[src/rtl/edram_pkg.sv]
// edram_pkg: shared types and helpers for the eDRAM bank.
//   ecc_bits(data_w)  -> SECDED check-bit count (Hamming bits + overall parity)
//   data_pos(idx)     -> Hamming position of data bit idx (non-power-of-two slots from 3)
//   state_e           -> operation sequencer states
//   EDRAM_CW_W(dw)    -> stored codeword width for dw data bits
`ifndef EDRAM_PKG_SV
`define EDRAM_PKG_SV

`define EDRAM_CW_W(dw) ((dw) + edram_pkg::ecc_bits(dw))

package edram_pkg;

  typedef enum logic [1:0] {
    ST_IDLE = 2'd0,
    ST_ACT  = 2'd1,
    ST_DEC  = 2'd2,
    ST_WB   = 2'd3
  } state_e;

  // Smallest r with 2^r >= data_w + r + 1, plus one overall-parity bit.
  function automatic int unsigned ecc_bits(input int unsigned data_w);
    int unsigned r;
    r = 1;
    while ((32'd1 << r) < (data_w + r + 1)) r++;
    return r + 1;
  endfunction

  // Data bits occupy the Hamming positions that are not powers of two.
  function automatic int unsigned data_pos(input int unsigned idx);
    int unsigned cnt;
    int unsigned pos;
    cnt = 0;
    pos = 0;
    for (int unsigned p = 3; p < (2 * idx + 8); p++) begin
      if (((p & (p - 1)) != 0) && (pos == 0)) begin
        if (cnt == idx) pos = p;
        cnt++;
      end
    end
    return pos;
  endfunction

endpackage

`endif

[src/rtl/edram_secded.sv]
// edram_secded: combinational extended-Hamming SECDED.
//   data_i   -> cw_o      encode: {overall parity, check bits, data}
//   cw_i     -> flip_o    bit mask that repairs a single-bit error (zero otherwise)
//            -> corr_o    single-bit error found
//            -> uncorr_o  double-bit (uncorrectable) error found
module edram_secded
  import edram_pkg::*;
#(
  parameter int unsigned DATA_W = 64
) (
  input  logic [DATA_W-1:0]              data_i,
  output logic [`EDRAM_CW_W(DATA_W)-1:0] cw_o,
  input  logic [`EDRAM_CW_W(DATA_W)-1:0] cw_i,
  output logic [`EDRAM_CW_W(DATA_W)-1:0] flip_o,
  output logic                           corr_o,
  output logic                           uncorr_o
);

  localparam int unsigned ECC_W = ecc_bits(DATA_W);
  localparam int unsigned R     = ECC_W - 1;
  localparam int unsigned CW_W  = DATA_W + ECC_W;

  // Data bits covered by Hamming check bit j.
  function automatic logic [DATA_W-1:0] chk_mask(input int unsigned j);
    logic [DATA_W-1:0] m;
    m = '0;
    for (int unsigned i = 0; i < DATA_W; i++) begin
      if (((data_pos(i) >> j) & 32'd1) != 0) m[i] = 1'b1;
    end
    return m;
  endfunction

  logic [R-1:0]      chk_enc;
  logic [R-1:0]      chk_dec;
  logic [R-1:0]      syn;
  logic [R-1:0]      cflip;
  logic [DATA_W-1:0] dflip;
  logic              pflip;
  logic              par;
  logic              hit;

  for (genvar j = 0; j < R; j++) begin : g_chk
    localparam logic [DATA_W-1:0] MASK = chk_mask(j);
    assign chk_enc[j] = ^(data_i & MASK);
    assign chk_dec[j] = ^(cw_i[DATA_W-1:0] & MASK);
    assign cflip[j]   = (syn == R'(32'd1 << j));
  end

  for (genvar i = 0; i < DATA_W; i++) begin : g_dflip
    localparam int unsigned POS = data_pos(i);
    assign dflip[i] = (syn == R'(POS));
  end

  assign cw_o = {^{chk_enc, data_i}, chk_enc, data_i};

  // Odd overall parity means one flipped bit; syndrome 0 then points at the parity bit.
  assign syn    = chk_dec ^ cw_i[DATA_W +: R];
  assign par    = ^cw_i;
  assign pflip  = (syn == '0);
  assign hit    = |{pflip, cflip, dflip};

  assign flip_o   = par ? CW_W'({pflip, cflip, dflip}) : '0;
  assign corr_o   = par & hit;
  // Odd parity with a syndrome pointing nowhere is an odd multi-bit error.
  assign uncorr_o = par ? ~hit : (syn != '0);

endmodule

[src/rtl/edram_bank.sv]
// edram_bank: single-port eDRAM bank with SECDED, read writeback and refresh/scrub.
//   clk, rst           clock, synchronous active-high reset
//   req_*              valid/ready request port (we, addr, wdata); inj_flip XORs into write codeword
//   rd_valid/rd_data   one-cycle read return with corrected data
//   err_corr/uncorr    error flags with rd_valid
//   corr_cnt           saturating corrected-error count (reads and refresh)
//   ref_busy           refresh operation in flight
module edram_bank
  import edram_pkg::*;
#(
  parameter int unsigned DATA_W       = 64,
  parameter int unsigned ADDR_W       = 5,
  parameter int unsigned REF_INTERVAL = 64
) (
  input  logic                           clk,
  input  logic                           rst,
  input  logic                           req_valid,
  output logic                           req_ready,
  input  logic                           req_we,
  input  logic [ADDR_W-1:0]              req_addr,
  input  logic [DATA_W-1:0]              req_wdata,
  input  logic [`EDRAM_CW_W(DATA_W)-1:0] inj_flip,
  output logic                           rd_valid,
  output logic [DATA_W-1:0]              rd_data,
  output logic                           err_corr,
  output logic                           err_uncorr,
  output logic [15:0]                    corr_cnt,
  output logic                           ref_busy
);

  localparam int unsigned ECC_W = ecc_bits(DATA_W);
  localparam int unsigned CW_W  = DATA_W + ECC_W;
  localparam int unsigned DEPTH = 1 << ADDR_W;
  localparam int unsigned TMR_W = (REF_INTERVAL > 1) ? $clog2(REF_INTERVAL) : 1;

  logic [CW_W-1:0] mem [0:DEPTH-1];

  state_e            state_q, state_d;
  logic              op_we_q, op_we_d;
  logic              op_ref_q, op_ref_d;
  logic [ADDR_W-1:0] addr_q, addr_d;
  logic [DATA_W-1:0] wdata_q, wdata_d;
  logic [CW_W-1:0]   inj_q, inj_d;
  logic [CW_W-1:0]   cw_q, cw_d;
  logic [CW_W-1:0]   flip_q, flip_d;
  logic [TMR_W-1:0]  timer_q, timer_d;
  logic              ref_pend_q, ref_pend_d;
  logic [ADDR_W-1:0] ref_ptr_q, ref_ptr_d;
  logic [15:0]       corr_cnt_q, corr_cnt_d;
  logic              req_ready_q, req_ready_d;
  logic              rd_valid_q, rd_valid_d;
  logic [DATA_W-1:0] rd_data_q, rd_data_d;
  logic              err_corr_q, err_corr_d;
  logic              err_uncorr_q, err_uncorr_d;
  logic              ref_busy_q, ref_busy_d;
  logic              mem_we_c;

  logic [CW_W-1:0]   enc_cw;
  logic [CW_W-1:0]   dec_flip;
  logic              dec_corr;
  logic              dec_uncorr;
  logic [CW_W-1:0]   enc_unused_flip;
  logic              enc_unused_corr;
  logic              enc_unused_uncorr;
  logic [CW_W-1:0]   dec_unused_cw;

  // Write-path encoder.
  edram_secded #(.DATA_W(DATA_W)) u_enc (
    .data_i   (wdata_q),
    .cw_o     (enc_cw),
    .cw_i     ('0),
    .flip_o   (enc_unused_flip),
    .corr_o   (enc_unused_corr),
    .uncorr_o (enc_unused_uncorr)
  );

  // Read-path syndrome decoder on the activated codeword.
  edram_secded #(.DATA_W(DATA_W)) u_dec (
    .data_i   ('0),
    .cw_o     (dec_unused_cw),
    .cw_i     (cw_q),
    .flip_o   (dec_flip),
    .corr_o   (dec_corr),
    .uncorr_o (dec_uncorr)
  );

  // Next-state and output logic.
  always_comb begin
    state_d      = state_q;
    op_we_d      = op_we_q;
    op_ref_d     = op_ref_q;
    addr_d       = addr_q;
    wdata_d      = wdata_q;
    inj_d        = inj_q;
    cw_d         = cw_q;
    flip_d       = flip_q;
    ref_pend_d   = ref_pend_q;
    ref_ptr_d    = ref_ptr_q;
    corr_cnt_d   = corr_cnt_q;
    rd_data_d    = rd_data_q;
    rd_valid_d   = 1'b0;
    err_corr_d   = 1'b0;
    err_uncorr_d = 1'b0;
    mem_we_c     = 1'b0;
    timer_d      = (timer_q == TMR_W'(REF_INTERVAL - 1)) ? '0 : timer_q + TMR_W'(1);

    case (state_q)
      ST_IDLE: begin
        if (ref_pend_q) begin
          state_d    = ST_ACT;
          op_ref_d   = 1'b1;
          op_we_d    = 1'b0;
          addr_d     = ref_ptr_q;
          ref_pend_d = 1'b0;
        end else if (req_valid && req_ready) begin
          state_d  = ST_ACT;
          op_ref_d = 1'b0;
          op_we_d  = req_we;
          addr_d   = req_addr;
          wdata_d  = req_wdata;
          inj_d    = inj_flip;
        end
      end
      ST_ACT: begin
        state_d = ST_DEC;
        cw_d    = op_we_q ? (enc_cw ^ inj_q) : mem[addr_q];
      end
      ST_DEC: begin
        state_d = ST_WB;
        if (op_we_q) begin
          flip_d = '0;
        end else begin
          // Uncorrectable words get a zero mask, so raw data is returned and written back.
          flip_d = dec_flip;
          if (dec_corr && (corr_cnt_q != 16'hFFFF)) corr_cnt_d = corr_cnt_q + 16'd1;
          if (!op_ref_q) begin
            rd_valid_d   = 1'b1;
            rd_data_d    = cw_q[DATA_W-1:0] ^ dec_flip[DATA_W-1:0];
            err_corr_d   = dec_corr;
            err_uncorr_d = dec_uncorr;
          end
        end
      end
      ST_WB: begin
        state_d  = ST_IDLE;
        mem_we_c = 1'b1;
        if (op_ref_q) ref_ptr_d = ref_ptr_q + ADDR_W'(1);
      end
      default: state_d = ST_IDLE;
    endcase

    // A timer wrap while already pending just keeps the single pending flag set.
    if (timer_q == TMR_W'(REF_INTERVAL - 1)) ref_pend_d = 1'b1;

    req_ready_d = (state_d == ST_IDLE) && !ref_pend_d;
    ref_busy_d  = (state_d != ST_IDLE) && op_ref_d;
  end

  // State and output registers.
  always_ff @(posedge clk) begin
    if (rst) begin
      state_q      <= ST_IDLE;
      op_we_q      <= 1'b0;
      op_ref_q     <= 1'b0;
      addr_q       <= '0;
      wdata_q      <= '0;
      inj_q        <= '0;
      cw_q         <= '0;
      flip_q       <= '0;
      timer_q      <= '0;
      ref_pend_q   <= 1'b0;
      ref_ptr_q    <= '0;
      corr_cnt_q   <= '0;
      req_ready_q  <= 1'b0;
      rd_valid_q   <= 1'b0;
      rd_data_q    <= '0;
      err_corr_q   <= 1'b0;
      err_uncorr_q <= 1'b0;
      ref_busy_q   <= 1'b0;
    end else begin
      state_q      <= state_d;
      op_we_q      <= op_we_d;
      op_ref_q     <= op_ref_d;
      addr_q       <= addr_d;
      wdata_q      <= wdata_d;
      inj_q        <= inj_d;
      cw_q         <= cw_d;
      flip_q       <= flip_d;
      timer_q      <= timer_d;
      ref_pend_q   <= ref_pend_d;
      ref_ptr_q    <= ref_ptr_d;
      corr_cnt_q   <= corr_cnt_d;
      req_ready_q  <= req_ready_d;
      rd_valid_q   <= rd_valid_d;
      rd_data_q    <= rd_data_d;
      err_corr_q   <= err_corr_d;
      err_uncorr_q <= err_uncorr_d;
      ref_busy_q   <= ref_busy_d;
    end
  end

  // Array write port; a reset during WB suppresses the write.
  always_ff @(posedge clk) begin
    if (!rst && mem_we_c) mem[addr_q] <= cw_q ^ flip_q;
  end

  assign req_ready  = req_ready_q & ~rst;
  assign rd_valid   = rd_valid_q;
  assign rd_data    = rd_data_q;
  assign err_corr   = err_corr_q;
  assign err_uncorr = err_uncorr_q;
  assign corr_cnt   = corr_cnt_q;
  assign ref_busy   = ref_busy_q;

endmodule

[config.mk]
export PLATFORM = sky130hd
export DESIGN_NAME = edram_bank
export DESIGN_NICKNAME = d
export VERILOG_FILES = /design/src/rtl/edram_pkg.sv /design/src/rtl/edram_secded.sv /design/src/rtl/edram_bank.sv
export SDC_FILE = /design/constraint.sdc
export NUM_CORES = 2
export LEC_CHECK = 0
export CORE_MARGIN = 10
export CORE_UTILIZATION = 62
export DETAILED_ROUTE_END_ITERATION = 8
export PLACE_DENSITY = 0.92
export SLEW_MARGIN = 10
export SYNTH_ARGS = -nofsm -noshare
export SYNTH_HDL_FRONTEND = slang
export SYNTH_SLANG_ARGS = --single-unit
[constraint.sdc]
create_clock -name clk -period 6.1 [get_ports clk]
set_input_delay 0.915 -clock clk [delete_from_list [all_inputs] [get_ports clk]]
set_output_delay 0.915 -clock clk [all_outputs]
set_load 0.02 [all_outputs]
==> run_results.csv <==
group,metric,value,unit
clock_network,ctsLongestPathBuffers,4,
finish,nNetsFinal,6209,
grt,grt_first_pass_wirelength,482700,microns
setup_path,critPathKind,"flop to flop",
setup_path,crit_path_top_delay_cell,"a2111oi_4",
place,dp_hpwl,190800,microns
place,gp_congestion,0.9355,
timing,finalCritPeriodShare,0.8370,
clock_network,post_cts_resized,0,
clock_network,htreeDepth,5,
setup_path,r2r_end,"corr_cnt[7]",
synthesis,seq_area_frac_synth,0.7192,
setup_path,cp-end-kind,"flop",
setup_path,slowest_delay,540,ps
timing,min_period,5106,ps
floorplanning,fp-row-count,152,
setup_path,cp-endpoint,"corr_cnt[7]",
timing,grt_setup_unrepaired,"false",
grt,track_usage,0.3610,
clock_network,cts_tree,"built",
clock_network,post_cts_buffers,0,
setup_path,cp-start-kind,"flop",
timing,setup_tns,0,ps
power,leakagePower,0.03871,uW
synthesis,avgSynthCellArea,18.77,sq um
floorplanning,ioPinCount,230,
floorplanning,die_area,189700,sq um
route,via_per_inst,7.266,
setup_path,cp_max_fo,15,
synthesis,synth_warnings,0,
run_status,status,"completed",
route,num_vias,62330,
route,antenna_left,0,
synthesis,syn-cell-area,107100,sq um
clock_network,clkSinkCount,2695,
finish,regArea,77040,sq um
setup_path,worstPathCellList,"xnor3_1 > xor2_1 > xor3_1 > xnor2_2 > nor4_1 > nor2_1 > a211oi_1 > a2111o_1 > a2111oi_4 > a21o_1 > o21ai_0 > a21oi_1",
synthesis,syn-num-nets,5856,
setup_path,reg2reg_depth,12,
floorplanning,die_height,435.6,microns
route,post_drt_wl_per_cell,40.42,microns
finish,fin_util,0.7111,
place,dp.cells,8091,
clock_network,hold_buffers,0,
finish,nFillCells,9307,
finish,drive_gt1_frac,0.2249,
clock_network,numCtsBuffers,274,
timing,worst_slew_pin_slew,1284,ps
power,vdd_drop_max,791.2,uV
route,drt_iter0_markers,11660,
setup_path,reg2reg_slack,990,ps
timing,hold_viol_final,0,
worst_hold_path,hp-class,"input pin to flop",
clock_network,root_buffer,"clkbuf_16",
timing,max_freq,195.8,MHz
place,io_buffers,229,
timing,hold_ws,416.7,ps
timing,skew,59.60,ps
clock_network,worst_skew_pair.late_latency,940,ps
floorplanning,die_x,435.6,microns
synthesis,synth_flop_cell,"edfxtp_1",
finish,instances_no_fill,8578,
route,drtPass1Iterations,7,
timing,maxSlewViolCount,0,
floorplanning,coreArea,171700,sq um
synthesis,synth_edf_count,2304,
route,routed_wl,346700,microns
grt,grt_overflow,0,
synthesis,ys_types,72,
finish,area_growth,14.05,%
timing,maxSlewHeadroom,0.1372,
finish,fin_area,122100,sq um
setup_path,arrival,5940,ps
power,power_density,376.7,nW/um^2
setup_path,regToRegStartpoint,"cw_q[22]",
place,postPlaceCellArea,113500,sq um
grt,grt_max_degree,199,
clock_network,clk_pin_slew,70,ps
route,drc,0,
setup_path,worstPathRequired,6930,ps
grt,grt_pass1_vias,62580,
timing,setup_viol,0,
run,drv_cap,0,
synthesis,synth_seq_cells,2695,
floorplanning,start_util,0.6235,
finish,multi_input_area,29140,sq um
setup_path,crit_path_start,"cw_q[22]",
grt,antenna_found_initial,34,
synthesis,syn_inst,5704,
synthesis,async_flop_share,0,
-- metal layers --
| layer | up-vias | global-route usage | routed length (microns) |
|---|---|---|---|
| li1 | 23210 | - | - |
| met1 | 31070 | 0.4306 | 103100 |
| met2 | 6339 | 0.5579 | 161700 |
| met3 | 1685 | 0.1057 | 48770 |
| met4 | 30 | 0.2736 | 32880 |
| met5 | - | 0 | 206 |
-- Yosys cell counts (4+ instances only) --
cell type	instances	area, sq um
and3_1	4	25.02
xor2_1	225	1971
o21ai_0	101	505.5
nand3b_1	7	52.55
nor2b_1	4	25.02
xnor3_1	25	563.0
nor4_1	4	25.02
o211ai_1	5	37.54
a22oi_1	57	427.9
nand3_1	31	155.2
xnor2_1	195	1708
buf_1	78	292.8
nor2_1	296	1111
nand4_1	8	50.05
nand2_1	431	1618
xnor2_2	4	65.06
a211oi_1	66	495.5
dfxtp_1	391	7828
inv_1	6	22.52
edfxtp_1	2304	69190
buf_2	26	130.1
or3_1	16	100.1
a31oi_1	4	25.02
clkbuf_1	260	975.9
nor3_1	25	125.1
mux2i_1	151	1511
a311oi_1	10	87.58
ha_1	7	87.58
nand2b_1	7	43.79
mux4_2	720	16220
a21oi_1	171	855.8
-- placed cells by master (no fill, tap or decap), types with 16 or more instances in the layout --
cell,count
edfxtp_1,2304
mux4_2,720
nand2_1,431
dfxtp_1,385
clkbuf_16,285
nor2_1,262
clkdlybuf4s50_1,228
xor2_1,206
xnor2_1,195
a21oi_1,171
buf_4,169
mux2i_1,151
o21ai_0,101
a211oi_1,66
a22oi_1,57
clkinv_1,49
buf_12,47
clkbuf_1,45
clkinv_2,43
nor2_4,34
nand3_1,31
xnor3_1,25
nor3_1,25
diode_2,16
or3_1,16
bufinv_16,16
-- state kept, by name, summed over array words and instances (netlist names), 5 cells and up, named ones only --
register / flops
inj_q: 72
mem: 2304
timer_q: 6
corr_cnt: 16
flip_q: 72
wdata_q: 64
addr_q: 5
rd_data: 64
cw_q: 72
ref_ptr_q: 5
-- cell families after synthesis --
logic type,count (synthesis),synth area share
adder cells (fa/ha/maj),7,0.0008179
multiplexers,871,0.1655
AO/OA/AOI/OAI,444,0.02550
buffers and inverters,374,0.01362
flip-flops,2695,0.7192
AND/OR/NAND/NOR,853,0.03260
XOR/XNOR,460,0.04272
-- layout make-up --
cell class                 count  share of cell area
clock buffer                 342             0.06101
multi-input combinational   2635              0.2386
inverter                       6           0.0001844
antenna                       16           0.0003278
sequential                  2695              0.6308
clock inverter               129            0.008514
tap                         2310             0.02367
timing repair buffer         445             0.03690
-- stage by stage --
stage	total power, uW	worst slack, ps
global placement	29450	1359
finish	46010	994.0
detailed placement	29570	1284
global route	46910	886.9
CTS	45700	1183
floorplan	26330	892.1
-- worst min-delay path by stage --
stage                           from          to  slack (ps)  depth (start not counted)
after floorplan           timer_q[0]  timer_q[0]         420                          1
final                            rst   inj_q[10]         420                          2
after CTS                        rst   inj_q[10]         390                          2
after detailed placement    inj_q[5]    inj_q[5]         460                          2
after global placement    timer_q[0]  timer_q[0]         430                          1
after global routing             rst   inj_q[17]         450                          2
-- critical path, delay by kind of cell (launching register included) --
kind             cells  cell delay, ps
AND/OR/NAND/NOR      2             660
flip-flops           1             490
XOR/XNOR             4            1820
AO/OA/AOI/OAI        6            2020
-- report_power, final --
part	internal, uW	switching, uW
Combinational	3040	5980
Clock	9320	7070
Sequential	20200	355
Total	32600	13400
No activity file was read; power rests on OpenSTA's default activity.
